File: config.mk
export PLATFORM = sky130hd
export DESIGN_NAME = lsu_flat
export DESIGN_NICKNAME = d
export VERILOG_FILES = /design/src/rtl/lsu_pkg.sv /design/src/rtl/lsu_if.sv /design/src/rtl/lsu_align.sv /design/src/rtl/lsu.sv /design/src/flat_wrapper.sv
export SDC_FILE = /design/constraint.sdc
export NUM_CORES = 1
export LEC_CHECK = 0
export CORE_ASPECT_RATIO = 1.75
export CORE_MARGIN = 2
export CORE_UTILIZATION = 43
export CTS_BUF_LIST = sky130_fd_sc_hd__clkbuf_8
export DETAILED_ROUTE_END_ITERATION = 6
export GPL_ROUTABILITY_DRIVEN = 0
export PLACE_DENSITY = 0.79
export SYNTH_ARGS = -nofsm -noshare
export SYNTH_HDL_FRONTEND = slang
export SYNTH_HIERARCHICAL = 1
export SYNTH_SLANG_ARGS = --single-unit
File: constraint.sdc
create_clock -name clk -period 3 [get_ports clk]
set_input_delay 0.9 -clock clk [delete_from_list [all_inputs] [get_ports clk]]
set_output_delay 0.9 -clock clk [all_outputs]
set_load 0.02 [all_outputs]
File: src/rtl/lsu_pkg.sv
// LSU shared types: FSM states, RISC-V load/store width codes
// and the request bundle latched on accept.
package lsu_pkg;

  typedef enum logic [1:0] {
    IDLE,
    MEM,
    RESP
  } state_t;

  localparam logic [2:0] LB  = 3'b000;
  localparam logic [2:0] LH  = 3'b001;
  localparam logic [2:0] LW  = 3'b010;
  localparam logic [2:0] LBU = 3'b100;
  localparam logic [2:0] LHU = 3'b101;
  localparam logic [2:0] SB  = 3'b000;
  localparam logic [2:0] SH  = 3'b001;
  localparam logic [2:0] SW  = 3'b010;

  typedef struct packed {
    logic        we;
    logic [2:0]  funct3;
    logic [31:0] addr;
    logic [31:0] wdata;
  } lsu_req_t;

endpackage

File: src/rtl/lsu_if.sv
// Core-side request/response and memory-side bus interfaces
// for the LSU; master initiates, slave answers.
interface lsu_req_if;
  logic        req_valid;
  logic        req_ready;
  logic        req_we;
  logic [2:0]  req_funct3;
  logic [31:0] req_addr;
  logic [31:0] req_wdata;
  logic        resp_valid;
  logic [31:0] resp_rdata;
  logic        resp_err;

  modport master (
    output req_valid, req_we, req_funct3,
    output req_addr, req_wdata,
    input  req_ready, resp_valid,
    input  resp_rdata, resp_err
  );

  modport slave (
    input  req_valid, req_we, req_funct3,
    input  req_addr, req_wdata,
    output req_ready, resp_valid,
    output resp_rdata, resp_err
  );
endinterface

interface lsu_mem_if;
  logic        mem_valid;
  logic        mem_ready;
  logic [31:0] mem_addr;
  logic        mem_we;
  logic [3:0]  mem_wstrb;
  logic [31:0] mem_wdata;
  logic [31:0] mem_rdata;

  modport master (
    output mem_valid, mem_addr, mem_we,
    output mem_wstrb, mem_wdata,
    input  mem_ready, mem_rdata
  );

  modport slave (
    input  mem_valid, mem_addr, mem_we,
    input  mem_wstrb, mem_wdata,
    output mem_ready, mem_rdata
  );
endinterface

File: src/rtl/lsu_align.sv
// Byte-lane steering for the LSU: legality, store strobes and
// replication, load lane select with sign/zero extension.
module lsu_align
  import lsu_pkg::*;
(
  input  logic        we,
  input  logic [2:0]  funct3,
  input  logic [1:0]  off,
  input  logic [31:0] wdata,
  input  logic [31:0] rdata,
  output logic        legal,
  output logic [3:0]  wstrb,
  output logic [31:0] wlane,
  output logic [31:0] rext
);

  logic        is_b;
  logic        is_h;
  logic        is_w;
  logic        uns;
  logic [7:0]  b;
  logic [15:0] h;

  always_comb begin
    is_b = funct3[1:0] == SB[1:0];
    is_h = funct3[1:0] == SH[1:0];
    is_w = funct3[1:0] == SW[1:0];
    uns  = funct3[2];

    legal = 1'b0;
    unique case (funct3)
      LB:      legal = 1'b1;
      LH:      legal = !off[0];
      LW:      legal = off == 2'b00;
      LBU:     legal = !we;
      LHU:     legal = !we && !off[0];
      default: legal = 1'b0;
    endcase

    wstrb = 4'b0000;
    wlane = wdata;
    unique case (1'b1)
      is_b: begin
        wstrb = 4'b0001 << off;
        wlane = {4{wdata[7:0]}};
      end
      is_h: begin
        wstrb = 4'b0011 << {off[1], 1'b0};
        wlane = {2{wdata[15:0]}};
      end
      is_w:    wstrb = 4'b1111;
      default: ;
    endcase
    if (!we) wstrb = 4'b0000;

    b    = rdata[{off, 3'b000} +: 8];
    h    = off[1] ? rdata[31:16] : rdata[15:0];
    rext = rdata;
    unique case (1'b1)
      is_b:    rext = {{24{b[7] & !uns}}, b};
      is_h:    rext = {{16{h[15] & !uns}}, h};
      default: ;
    endcase
  end

endmodule

File: src/rtl/lsu.sv
// Load/store unit: accepts one core request, runs a single
// memory handshake with timeout, returns a one-cycle response.
module lsu
  import lsu_pkg::*;
#(
  parameter int TIMEOUT = 255
) (
  input  logic      clk,
  input  logic      reset_n,
  lsu_req_if.slave  req,
  lsu_mem_if.master mem
);

  localparam int CW = $clog2(TIMEOUT + 1);
  localparam logic [CW-1:0] LAST = CW'(TIMEOUT - 1);

  state_t        state;
  state_t        state_nx;
  lsu_req_t      r_q;
  logic [CW-1:0] cnt;
  logic [31:0]   rdata_q;
  logic          err_q;
  logic          idle;
  logic          tmo;
  logic          a_we;
  logic [2:0]    a_f3;
  logic [1:0]    a_off;
  logic          legal;
  logic [3:0]    wstrb;
  logic [31:0]   wlane;
  logic [31:0]   rext;

  assign idle = state == IDLE;
  assign tmo  = cnt == LAST;

  // Legality is judged on the live request; lanes on the latched one.
  assign a_we  = idle ? req.req_we : r_q.we;
  assign a_f3  = idle ? req.req_funct3 : r_q.funct3;
  assign a_off = idle ? req.req_addr[1:0] : r_q.addr[1:0];

  lsu_align u_align (
    .we     (a_we),
    .funct3 (a_f3),
    .off    (a_off),
    .wdata  (r_q.wdata),
    .rdata  (mem.mem_rdata),
    .legal  (legal),
    .wstrb  (wstrb),
    .wlane  (wlane),
    .rext   (rext)
  );

  always_ff @(posedge clk or negedge reset_n) begin
    if (!reset_n) state <= IDLE;
    else          state <= state_nx;
  end

  always_comb begin
    state_nx = state;
    unique case (state)
      IDLE: if (req.req_valid)
              state_nx = legal ? MEM : RESP;
      MEM:  if (mem.mem_ready || tmo)
              state_nx = RESP;
      RESP:    state_nx = IDLE;
      default: state_nx = IDLE;
    endcase
  end

  always_ff @(posedge clk or negedge reset_n) begin
    if (!reset_n) begin
      r_q     <= '0;
      cnt     <= '0;
      rdata_q <= '0;
      err_q   <= 1'b0;
    end else begin
      unique case (state)
        IDLE: if (req.req_valid) begin
          r_q <= '{we:     req.req_we,
                   funct3: req.req_funct3,
                   addr:   req.req_addr,
                   wdata:  req.req_wdata};
          cnt     <= '0;
          rdata_q <= '0;
          err_q   <= !legal;
        end
        // A late mem_ready still wins over the expiring timer.
        MEM: if (mem.mem_ready) begin
          rdata_q <= r_q.we ? '0 : rext;
        end else if (tmo) begin
          err_q <= 1'b1;
        end else begin
          cnt <= cnt + CW'(1);
        end
        default: ;
      endcase
    end
  end

  always_comb begin
    req.req_ready   = idle;
    mem.mem_valid   = state == MEM;
    mem.mem_we      = (state == MEM) && r_q.we;
    mem.mem_wstrb   = (state == MEM) ? wstrb : 4'b0000;
    mem.mem_addr    = {r_q.addr[31:2], 2'b00};
    mem.mem_wdata   = wlane;
    req.resp_valid  = state == RESP;
    req.resp_rdata  = (state == RESP) ? rdata_q : '0;
    req.resp_err    = (state == RESP) && err_q;
  end

endmodule

File: src/flat_wrapper.sv
// flat-port wrapper written by rule: the top's interface ports become plain ports
module lsu_flat import lsu_pkg::*;
#(
  parameter int TIMEOUT = 255
)
  (clk, reset_n, req_req_valid, req_req_we, req_req_funct3, req_req_addr, req_req_wdata, req_req_ready, req_resp_valid, req_resp_rdata, req_resp_err, mem_mem_valid, mem_mem_addr, mem_mem_we, mem_mem_wstrb, mem_mem_wdata, mem_mem_ready, mem_mem_rdata);
  lsu_req_if req_i ();
  lsu_mem_if mem_i ();
  input  logic clk;
  input  logic reset_n;
  input wire logic [$bits(req_i.req_valid)-1:0] req_req_valid;
  input wire logic [$bits(req_i.req_we)-1:0] req_req_we;
  input wire logic [$bits(req_i.req_funct3)-1:0] req_req_funct3;
  input wire logic [$bits(req_i.req_addr)-1:0] req_req_addr;
  input wire logic [$bits(req_i.req_wdata)-1:0] req_req_wdata;
  output wire logic [$bits(req_i.req_ready)-1:0] req_req_ready;
  output wire logic [$bits(req_i.resp_valid)-1:0] req_resp_valid;
  output wire logic [$bits(req_i.resp_rdata)-1:0] req_resp_rdata;
  output wire logic [$bits(req_i.resp_err)-1:0] req_resp_err;
  output wire logic [$bits(mem_i.mem_valid)-1:0] mem_mem_valid;
  output wire logic [$bits(mem_i.mem_addr)-1:0] mem_mem_addr;
  output wire logic [$bits(mem_i.mem_we)-1:0] mem_mem_we;
  output wire logic [$bits(mem_i.mem_wstrb)-1:0] mem_mem_wstrb;
  output wire logic [$bits(mem_i.mem_wdata)-1:0] mem_mem_wdata;
  input wire logic [$bits(mem_i.mem_ready)-1:0] mem_mem_ready;
  input wire logic [$bits(mem_i.mem_rdata)-1:0] mem_mem_rdata;
  assign req_i.req_valid = req_req_valid;
  assign req_i.req_we = req_req_we;
  assign req_i.req_funct3 = req_req_funct3;
  assign req_i.req_addr = req_req_addr;
  assign req_i.req_wdata = req_req_wdata;
  assign req_req_ready = req_i.req_ready;
  assign req_resp_valid = req_i.resp_valid;
  assign req_resp_rdata = req_i.resp_rdata;
  assign req_resp_err = req_i.resp_err;
  assign mem_mem_valid = mem_i.mem_valid;
  assign mem_mem_addr = mem_i.mem_addr;
  assign mem_mem_we = mem_i.mem_we;
  assign mem_mem_wstrb = mem_i.mem_wstrb;
  assign mem_mem_wdata = mem_i.mem_wdata;
  assign mem_i.mem_ready = mem_mem_ready;
  assign mem_i.mem_rdata = mem_mem_rdata;
  lsu #(.TIMEOUT(TIMEOUT)) u_core (.clk(clk), .reset_n(reset_n), .req(req_i), .mem(mem_i));
endmodule
==> results of run 1 <==
[placed cells by master (no fill, tap or decap), types with 4 or more instances in the layout]
cell	count
a21oi_1	5
a221o_1	9
a22oi_1	8
and2_1	36
buf_12	4
buf_2	8
buf_4	44
buf_6	21
clkbuf_8	9
clkdlybuf4s50_1	138
dfrtp_1	111
dlygate4sd2_1	8
dlymetal6s2s_1	29
inv_1	5
mux2_2	9
mux2_4	14
mux2i_1	10
nand2_1	348
nand2b_1	8
nand3_1	9
nor2_1	7
nor2b_1	4
o21ai_0	36
o21ai_1	19
[routing by layer]
layer / vias up / wire [µm] / GRT usage
met2: 234 / 9720 / 0.432
li1: 2799 / - / -
met1: 2677 / 6320 / 0.256
met4: 0 / 979 / 0.143
met3: 61 / 1070 / 0.0403
met5: - / 0 / 0
[power breakdown]
group / switching, mW / total, mW / internal, mW / leakage, nW
clock: 0.547 / 0.946 / 0.399 / 0.108
sequential: 0.452 / 2.55 / 2.10 / 1.43
combinational: 3.22 / 6.00 / 2.78 / 3.22
[state kept, by name (all words and copies together), names as in the netlist]
name                 flops
u_core/err_q             1
u_core/mem.mem_addr     30
u_core/cnt               8
u_core/rdata_q          32
u_core/r_q              38
u_core/state             2
[kinds of logic (layout without fill, tap and decap cells)]
kind of cell | after synthesis | in the layout | synth area share
adders and majority gates | 2 | 2 | 0.00405
and+or+nand+nor | 435 | 435 | 0.297
AOI/OAI and AO/OA | 94 | 94 | 0.0973
muxes | 35 | 35 | 0.0640
other | 1 | 3 | 0.000607
buffers and inverters | 93 | 278 | 0.0867
DFF | 111 | 111 | 0.450
[per-stage QoR]
stage | instances | setup TNS [ns]
floorplan | 772 | 0
global placement | 1107 | -21.98
detailed placement | 1107 | -22.83
CTS | 1133 | -0.611
global route | 1138 | -1.34
finish | 1138 | -0.407
[critical path, delay by kind of cell]
| family | cells | cell delay, ns |
|---|---|---|
| buffers and inverters | 3 | 0.46 |
| multiplexers | 2 | 0.63 |
| AND/OR/NAND/NOR | 1 | 0.15 |
[layout make-up]
| cell class | instances | area, µm² | area share |
|---|---|---|---|
| clock buffers | 9 | 124 | 0.0141 |
| flip-flops and latches | 111 | 2780 | 0.315 |
| repair buffers | 256 | 2570 | 0.292 |
| multi-input cells | 568 | 3000 | 0.341 |
| diodes | 1 | 2.50 | 0.000284 |
| inverters | 6 | 22.5 | 0.00256 |
| clock inverters | 7 | 80.1 | 0.00909 |
| well taps | 180 | 225 | 0.0256 |
[repair_timing]
action | 4_1_cts | 5_1_grt
pin swaps | 5 | 5
cloned | 1 | 0
setup buffers | 9 | 5
resized for setup | 193 | 56
setup endpoints to repair | 63 | 50
[worst max-delay path by stage]
stage,startpoint,to,slack [ns],depth (start not counted)
global route,u_core/state[0],mem_mem_wstrb[2],-0.15,9
finish,req_req_funct3[1],mem_mem_wdata[15],-0.05,6
CTS,u_core/state[1],mem_mem_wdata[15],-0.07,6
detailed placement,req_req_funct3[0],mem_mem_wstrb[2],-0.86,8
floorplan,req_req_addr[0],mem_mem_wstrb[2],0.0003,9
global placement,req_req_funct3[0],mem_mem_wstrb[2],-0.86,8
==> flow_summary_export.csv, run 1 <==
group,metric,value,unit
run_status,outcome,"finished, violations left",
run_status,violations,"setup timing",
timing,slew_headroom,0.603,
logic_synthesis,ys_ff_latch,111,
logic_synthesis,synth_cells,771,
critical_path,slowest_delay,0.32,ns
worst_hold_path,holdCritPathClass,"reg -> reg",
clock_network,cts_tree,"yes",
final_layout,drive_gt1_frac,0.150,
final_layout,final_nets,1058,
timing,tightest_slew,0.594,ns
floorplan,io_pins,209,
logic_synthesis,netlist_area,6170,µm²
place,dpl.hpwl,13200,µm
logic_synthesis,yosys-top-cells-count,"nand2_1 (350), dfrtp_1 (111), o21ai_0 (44)",
timing,setup_viol,10,
timing,slew_violations,0,
route,drc,0,
timing,rsz0062_at_grt,"true",
logic_synthesis,synth_edf_count,0,
floorplan,die-area,15400,µm²
route,wire_per_inst,15.9,µm
place,numPortBuffers,206,
global_route,grt_pass1_vias,5748,
clock_network,root_buffer,"clkbuf_8",
clock_network,clkTransAtPathRegs,0.11,ns
worst_hold_path,hold_path_depth,2,
clock_network,cts_made_buffers,9,
final_layout,fill_cells,1231,
floorplan,die_x,94.6,µm
global_route,antenna_found_initial,1,
logic_synthesis,synth_top_area_frac,0.450,
critical_path,required,2.10,ns
place,place_area,8290,µm²
power,total_power,9.50,mW
global_route,grt.overflow.total,0,
clock_network,clk_latency,0.38,ns
logic_synthesis,yosys_warnings,6,
logic_synthesis,yosysSeqAreaShare,0.450,
critical_path,crit_path_end_kind,"output pin",
critical_path,crit_arrival,2.15,ns
power,powerDensity,1080,nW/µm²
global_route,grt_pass1_wl,28500,µm
floorplan,core_area,14200,µm²
route,drt_iter0_markers,335,
final_layout,area_delta_synth_final,42.6,%
logic_synthesis,ys_async_sr_fraction,1.00,
critical_path,startpoint_type,"primary input",
critical_path,path_class,"in -> out",
logic_synthesis,yosysMostFrequentCell,"nand2_1",
logic_synthesis,synthFlopType,"dfrtp_1",
timing,final.period_utilization,1.02,
floorplan,fp.dieH,163,µm
timing,hold_viol_final,0,
floorplan,rows,58,
worst_hold_path,min_from,"u_core/mem.mem_addr[15]",
global_route,grt_max_degree,65,
logic_synthesis,synth_top_area_cell,"dfrtp_1",
logic_synthesis,syn_area_per_cell,8.01,µm²
timing,fmax,328,MHz
timing,fin_ws,-0.0518,ns
final_layout,fin_util,0.619,
timing,fin_skew,0.0118,ns
critical_path,slowest_stage,"mux2_4",
route,postRouteAntennaNets,0,
critical_path,reg2reg_depth,11,
route,viasPerCell,5.07,
clock_network,ctsHoldBuffers,0,
clock_network,cts.path.max_buffers,2,
critical_path,r2r-end,"u_core/rdata_q[8]",
critical_path,r2r_slack,0.21,ns
timing,min_period,3.05,ns
clock_network,htreeDepth,3,
route,first_pass_iters,5,
route,vias,5771,
clock_network,cts.sinks,111,
timing,holdWs,0.482,ns
worst_hold_path,hold_end,"u_core/mem.mem_addr[15]",
logic_synthesis,synth_area_leaders,"dfrtp_1 (45%), nand2_1 (21%), buf_4 (5.2%), mux2_2 (4.0%), and2_1 (3.9%)",
critical_path,crit_fanout,6,
logic_synthesis,synth_cell_types,50,
final_layout,finalInstanceArea,8800,µm²
route,wirelength,18100,µm
power,p_leak,4.75,nW
critical_path,cp_cell_sequence,"clkdlybuf4s15_1 > mux2_4 > nor2_4 > buf_6 > mux2_4 > buf_6",
job,cap_violations,0,
power,ir_worst_vdd,0.932,mV
place,pre_cts_slack,-0.860,ns
global_route,grt_use_total,0.240,
critical_path,worstReg2RegStart,"u_core/state[0]",
floorplan,start_util,0.434,
No activity file was read; power rests on OpenSTA's default activity.
==> run 2: changes to the inputs <==
SKIP_CTS_REPAIR_TIMING = 1   (was unset)
==> run 2 against run 1 <==
  * The run still ends with setup timing left
  * Critical path depth unchanged
  * Sequential power about the same
  * Hold slack about the same
  * First-iteration DRC count down 13%
==> flow_summary_export.csv, run 2 (synthesis results as in run 1) <==
group,metric,value,unit
run_status,outcome,"finished, violations left",
run_status,violations,"setup timing",
job,cap_violations,0,
global_route,met2_usage,0.428,
critical_path,startpoint_type,"register",
floorplan,fp.dieH,163,µm
power,p_leak,4.75,nW
floorplan,start_util,0.434,
timing,rsz0062_at_grt,"true",
timing,min_period,3.08,ns
power,power_frac_comb,0.618,
route,drc,0,
final_layout,area_delta_synth_final,40.0,%
route,first_pass_iters,6,
timing,slew_headroom,0.610,
timing,tightest_slew,0.584,ns
timing,fmax,324,MHz
power,p_switching,4.11,mW
place,dpl.hpwl,13200,µm
final_layout,largest_reg_flops,38,
critical_path,crit_path_end_kind,"output pin",
floorplan,core_area,14200,µm²
floorplan,die-area,15400,µm²
power,ir_worst_vdd,0.841,mV
final_layout,final_nets,1048,
global_route,grt.overflow.total,0,
place,place_inst,1107,
timing,hold_viol_final,0,
critical_path,crit_arrival,2.18,ns
floorplan,rows,58,
clock_network,cts.path.max_buffers,2,
final_layout,regMostFlops,"u_core/r_q",
final_layout,final_cells,1128,
global_route,grt_use_met1,0.251,
final_layout,drive_gt1_frac,0.138,
timing,fin_skew,0.0101,ns
global_route,busiest_layer,"met2",
power,powerDensity,1050,nW/µm²
final_layout,finalInstanceArea,8650,µm²
clock_network,root_buffer,"clkbuf_8",
power,seqPwrFrac,0.279,
place,numPortBuffers,206,
route,wirelength,17700,µm
route,postRouteAntennaNets,0,
clock_network,htreeDepth,3,
critical_path,path_class,"reg -> out",
place,place_area,8290,µm²
clock_network,cts.sinks,111,
route,vias,5700,
global_route,antenna_found_initial,1,
critical_path,crit_fanout,6,
route,drt_iter0_markers,293,
critical_path,required,2.10,ns
clock_network,clkTransAtPathRegs,0.11,ns
timing,fin_ws,-0.0817,ns
timing,setup_viol,13,
power,p_clk_frac,0.103,
global_route,grt_pass1_wl,27800,µm
final_layout,final_common_cell,"nand2_1",
timing,slew_violations,0,
floorplan,io_pins,209,
clock_network,cts_tree,"yes",
timing,final.period_utilization,1.03,
global_route,grt_use_met3,0.0389,
place,pre_cts_slack,-0.860,ns
clock_network,clk_latency,0.37,ns
power,swShare,0.451,
global_route,grt_use_total,0.233,
global_route,grt_pass1_vias,5603,
route,viasPerCell,5.05,
clock_network,cts_made_buffers,9,
global_route,grt_max_degree,65,
final_layout,layout_common_cells,"nand2_1 (349), clkdlybuf4s50_1 (139), dfrtp_1 (111), buf_4 (42), o21ai_0 (39)",
worst_hold_path,holdCritPathClass,"reg -> reg",
floorplan,die_x,94.6,µm
route,wire_per_inst,15.7,µm
power,p_int,5.00,mW
power,total_power,9.11,mW
[run 2: cell type report]
cell class              count  area, µm²
fillers                  1239       5580
well taps                 180        225
clock buffers               9        124
clock inverters             7       80.1
flip-flops and latches    111       2780
repair buffers            246       2450
inverters                   6       26.3
multi-input cells         568       2960
diodes                      1       2.50
[run 2: critical path: stages (launching register included)]
cell and delay [ns]:
dfrtp_1 0.43, nor2_4 0.24, mux2_4 0.38, nor2_4 0.15
buf_4 0.13, mux2_2 0.33, clkbuf_2 0.16
[run 2: metrics by stage]
step,utilization,TNS (ns),hold WS [ns]
2_1_floorplan,-,0,0.440
3_3_place_gp,0.583,-21.98,0.453
3_5_place_dp,0.583,-22.83,0.460
4_1_cts,0.597,-22.82,0.485
5_1_grt,0.608,-2.24,0.501
6_report,0.608,-0.759,0.481
[run 2: power groups by stage]
stage	clock network [mW]	registers, mW	logic (mW)
floorplan	0	2.40	3.69
global placement	0	2.56	5.44
detailed placement	0	2.57	5.51
CTS	0.971	2.54	5.54
global route	1.04	2.63	6.10
finish	0.936	2.55	5.63
[run 2: per-layer routing]
metal,part of all wire,vias up
li1,-,2778
met1,0.36,2665
met2,0.54,207
met3,0.049,50
met4,0.048,0
met5,0,-
[run 2: worst paths after layout]
kind / endpoint / from / cells after the start / slack [ns]
setup / recovery: mem_mem_wdata[12] / u_core/state[0] / 6 / -0.08
hold / removal: u_core/mem.mem_addr[15] / u_core/mem.mem_addr[15] / 2 / 0.48
setup reg to reg: u_core/rdata_q[8] / u_core/state[0] / 11 / 0.28
hold reg to reg: u_core/mem.mem_addr[15] / u_core/mem.mem_addr[15] / 2 / 0.48
max in group asynchronous: u_core/rdata_q[19] / reset_n / 2 / 1.79
min in group asynchronous: u_core/mem.mem_addr[6] / reset_n / 1 / 0.49
==> run 3: changes to the inputs <==
CORE_ASPECT_RATIO = 0.8   (was 1.75)
PLACE_DENSITY = 0.8   (was 0.79)
SLEW_MARGIN = 25   (was unset)
==> run 3 against run 2 <==
  * The flow still finishes with violations (setup timing)
  * Wire length shrank 5.5%
  * Largest cell class unchanged
  * Critical path depth stayed put
  * Worst setup slack improved by 0.012 ns
  * Critical endpoint is now mem_mem_wdata[13]
  * Largest power group unchanged
  * Critical path type unchanged
==> flow_summary_export.csv, run 3 (synthesis results as in run 1) <==
group,metric,value,unit
timing,slew_headroom,0.583,
critical_path,cp.depth,6,
critical_path,critPathLaunch,"u_core/state[0]",
critical_path,r2r_slack,0.36,ns
final_layout,seqCellArea,2780,µm²
power,powerDensity,1070,nW/µm²
place,dpl.hpwl,11700,µm
critical_path,crit_end,"mem_mem_wdata[13]",
floorplan,die-area,15300,µm²
critical_path,slowest_stage,"dfrtp_1",
job,cap_violations,0,
timing,rsz0062_at_grt,"true",
run_status,outcome,"finished, violations left",
critical_path,crit_family,"multiplexers",
route,wire_per_inst,14.9,µm
critical_path,required,2.10,ns
timing,final.period_utilization,1.02,
timing,fmax,326,MHz
power,p_leak,4.75,nW
route,vias,5506,
floorplan,fp.dieH,111,µm
floorplan,core_area,14200,µm²
final_layout,fill_cells,1242,
final_layout,regMostFlops,"u_core/r_q",
critical_path,r2r-end,"u_core/rdata_q[13]",
critical_path,cp.buffers_inverters,2,
route,wirelength,16800,µm
clock_network,cts.sinks,111,
final_layout,final_nets,1040,
critical_path,cp_cell_sequence,"nor2_4 > mux2_4 > nor2_4 > buf_12 > mux2_4 > buf_6",
critical_path,slowest_delay,0.43,ns
timing,slew_violations,0,
final_layout,multi_input_area,2990,µm²
power,total_power,9.29,mW
timing,setup_viol,12,
final_layout,area_delta_synth_final,40.9,%
critical_path,startpoint_type,"register",
clock_network,cts_tree,"yes",
timing,fin_tns_setup,-0.636,ns
critical_path,crit_path_end_kind,"output pin",
timing,tightest_slew,0.625,ns
final_layout,final_cells,1122,
critical_path,worstReg2RegStart,"u_core/state[0]",
global_route,grt_pass1_wl,27000,µm
clock_network,cts.path.max_buffers,2,
place,place_inst,1105,
final_layout,drive_gt1_frac,0.133,
timing,holdWs,0.481,ns
global_route,grt_use_total,0.221,
floorplan,io_pins,209,
critical_path,crit_arrival,2.17,ns
final_layout,antenna_cells,0,
timing,fin_ws,-0.0701,ns
clock_network,clkTransAtPathRegs,0.10,ns
route,viasPerCell,4.91,
power,ir_worst_vdd,0.688,mV
critical_path,crit_fanout,6,
global_route,grt_max_degree,112,
critical_path,reg2reg_depth,10,
route,first_pass_iters,5,
floorplan,start_util,0.436,
run_status,violations,"setup timing",
final_layout,final_common_cell,"nand2_1",
place,numPortBuffers,206,
worst_hold_path,holdCritPathClass,"reg -> reg",
final_layout,largest_reg_flops,38,
timing,hold_viol_final,0,
clock_network,clk_latency,0.37,ns
floorplan,rows,39,
place,pre_cts_slack,-0.814,ns
global_route,grt.overflow.total,0,
clock_network,htreeDepth,3,
timing,fin_skew,0.0122,ns
final_layout,layout_common_cells,"nand2_1 (349), clkdlybuf4s50_1 (139), dfrtp_1 (111), dlymetal6s2s_1 (38), o21ai_0 (37)",
clock_network,root_buffer,"clkbuf_8",
route,drt_iter0_markers,368,
clock_network,cts_made_buffers,9,
route,postRouteAntennaNets,0,
route,drc,0,
floorplan,die_x,138,µm
global_route,grt_pass1_vias,5260,
timing,min_period,3.07,ns
critical_path,path_class,"reg -> out",
global_route,antenna_found_initial,0,
run 3: changes by cell type in the layout (fill, tap and decap cells not counted), sizes merged:
| cell | change |
|---|---|
| bufinv | +2 |
| buf | -8 |
| clkinvlp | +1 |
| diode | -1 |
| clkinv | -2 |
| inv | -2 |
run 3: how the worst min path moves through the flow:
stage | start | end | slack [ns] | cells after the start
after floorplan | u_core/r_q[16] | u_core/r_q[16] | 0.44 | 2
after global placement | u_core/r_q[66] | u_core/r_q[66] | 0.46 | 2
after detailed placement | u_core/r_q[16] | u_core/r_q[16] | 0.46 | 2
after CTS | u_core/mem.mem_addr[23] | u_core/mem.mem_addr[23] | 0.49 | 2
after global routing | u_core/mem.mem_addr[20] | u_core/mem.mem_addr[20] | 0.51 | 2
final | u_core/rdata_q[0] | u_core/rdata_q[0] | 0.48 | 2
run 3: layout make-up:
cell class	count	area share
multi-input cells	568	0.343
clock inverters	6	0.0127
inverters	6	0.00331
repair buffers	238	0.281
flip-flops and latches	111	0.319
clock buffers	9	0.0142
well taps	184	0.0265
run 3: report_power, final:
group | internal [mW] | total [mW] | switching, mW | leakage [nW]
clock network | 0.551 | 1.06 | 0.511 | 0.117
logic | 2.56 | 5.71 | 3.15 | 3.21
registers | 2.10 | 2.52 | 0.419 | 1.43
run 3: layer usage:
metal / vias up / global-route usage / part of all wire
li1: 2758 / - / -
met1: 2543 / 0.303 / 0.44
met2: 183 / 0.349 / 0.47
met3: 22 / 0.0512 / 0.070
met4: 0 / 0.0639 / 0.019
met5: - / 0 / 0
run 3: worst min-delay path, stage by stage (launching register included):
cell and delay (ns):
dfrtp_1 0.35, nand2_1 0.04, o21ai_0 0.06
run 3: metrics by stage:
stage               instance area (µm²)  utilization
floorplan                          6200            -
global placement                   8290        0.586
detailed placement                 8290        0.586
CTS                                8520        0.602
global route                       8700        0.615
finish                             8700        0.615
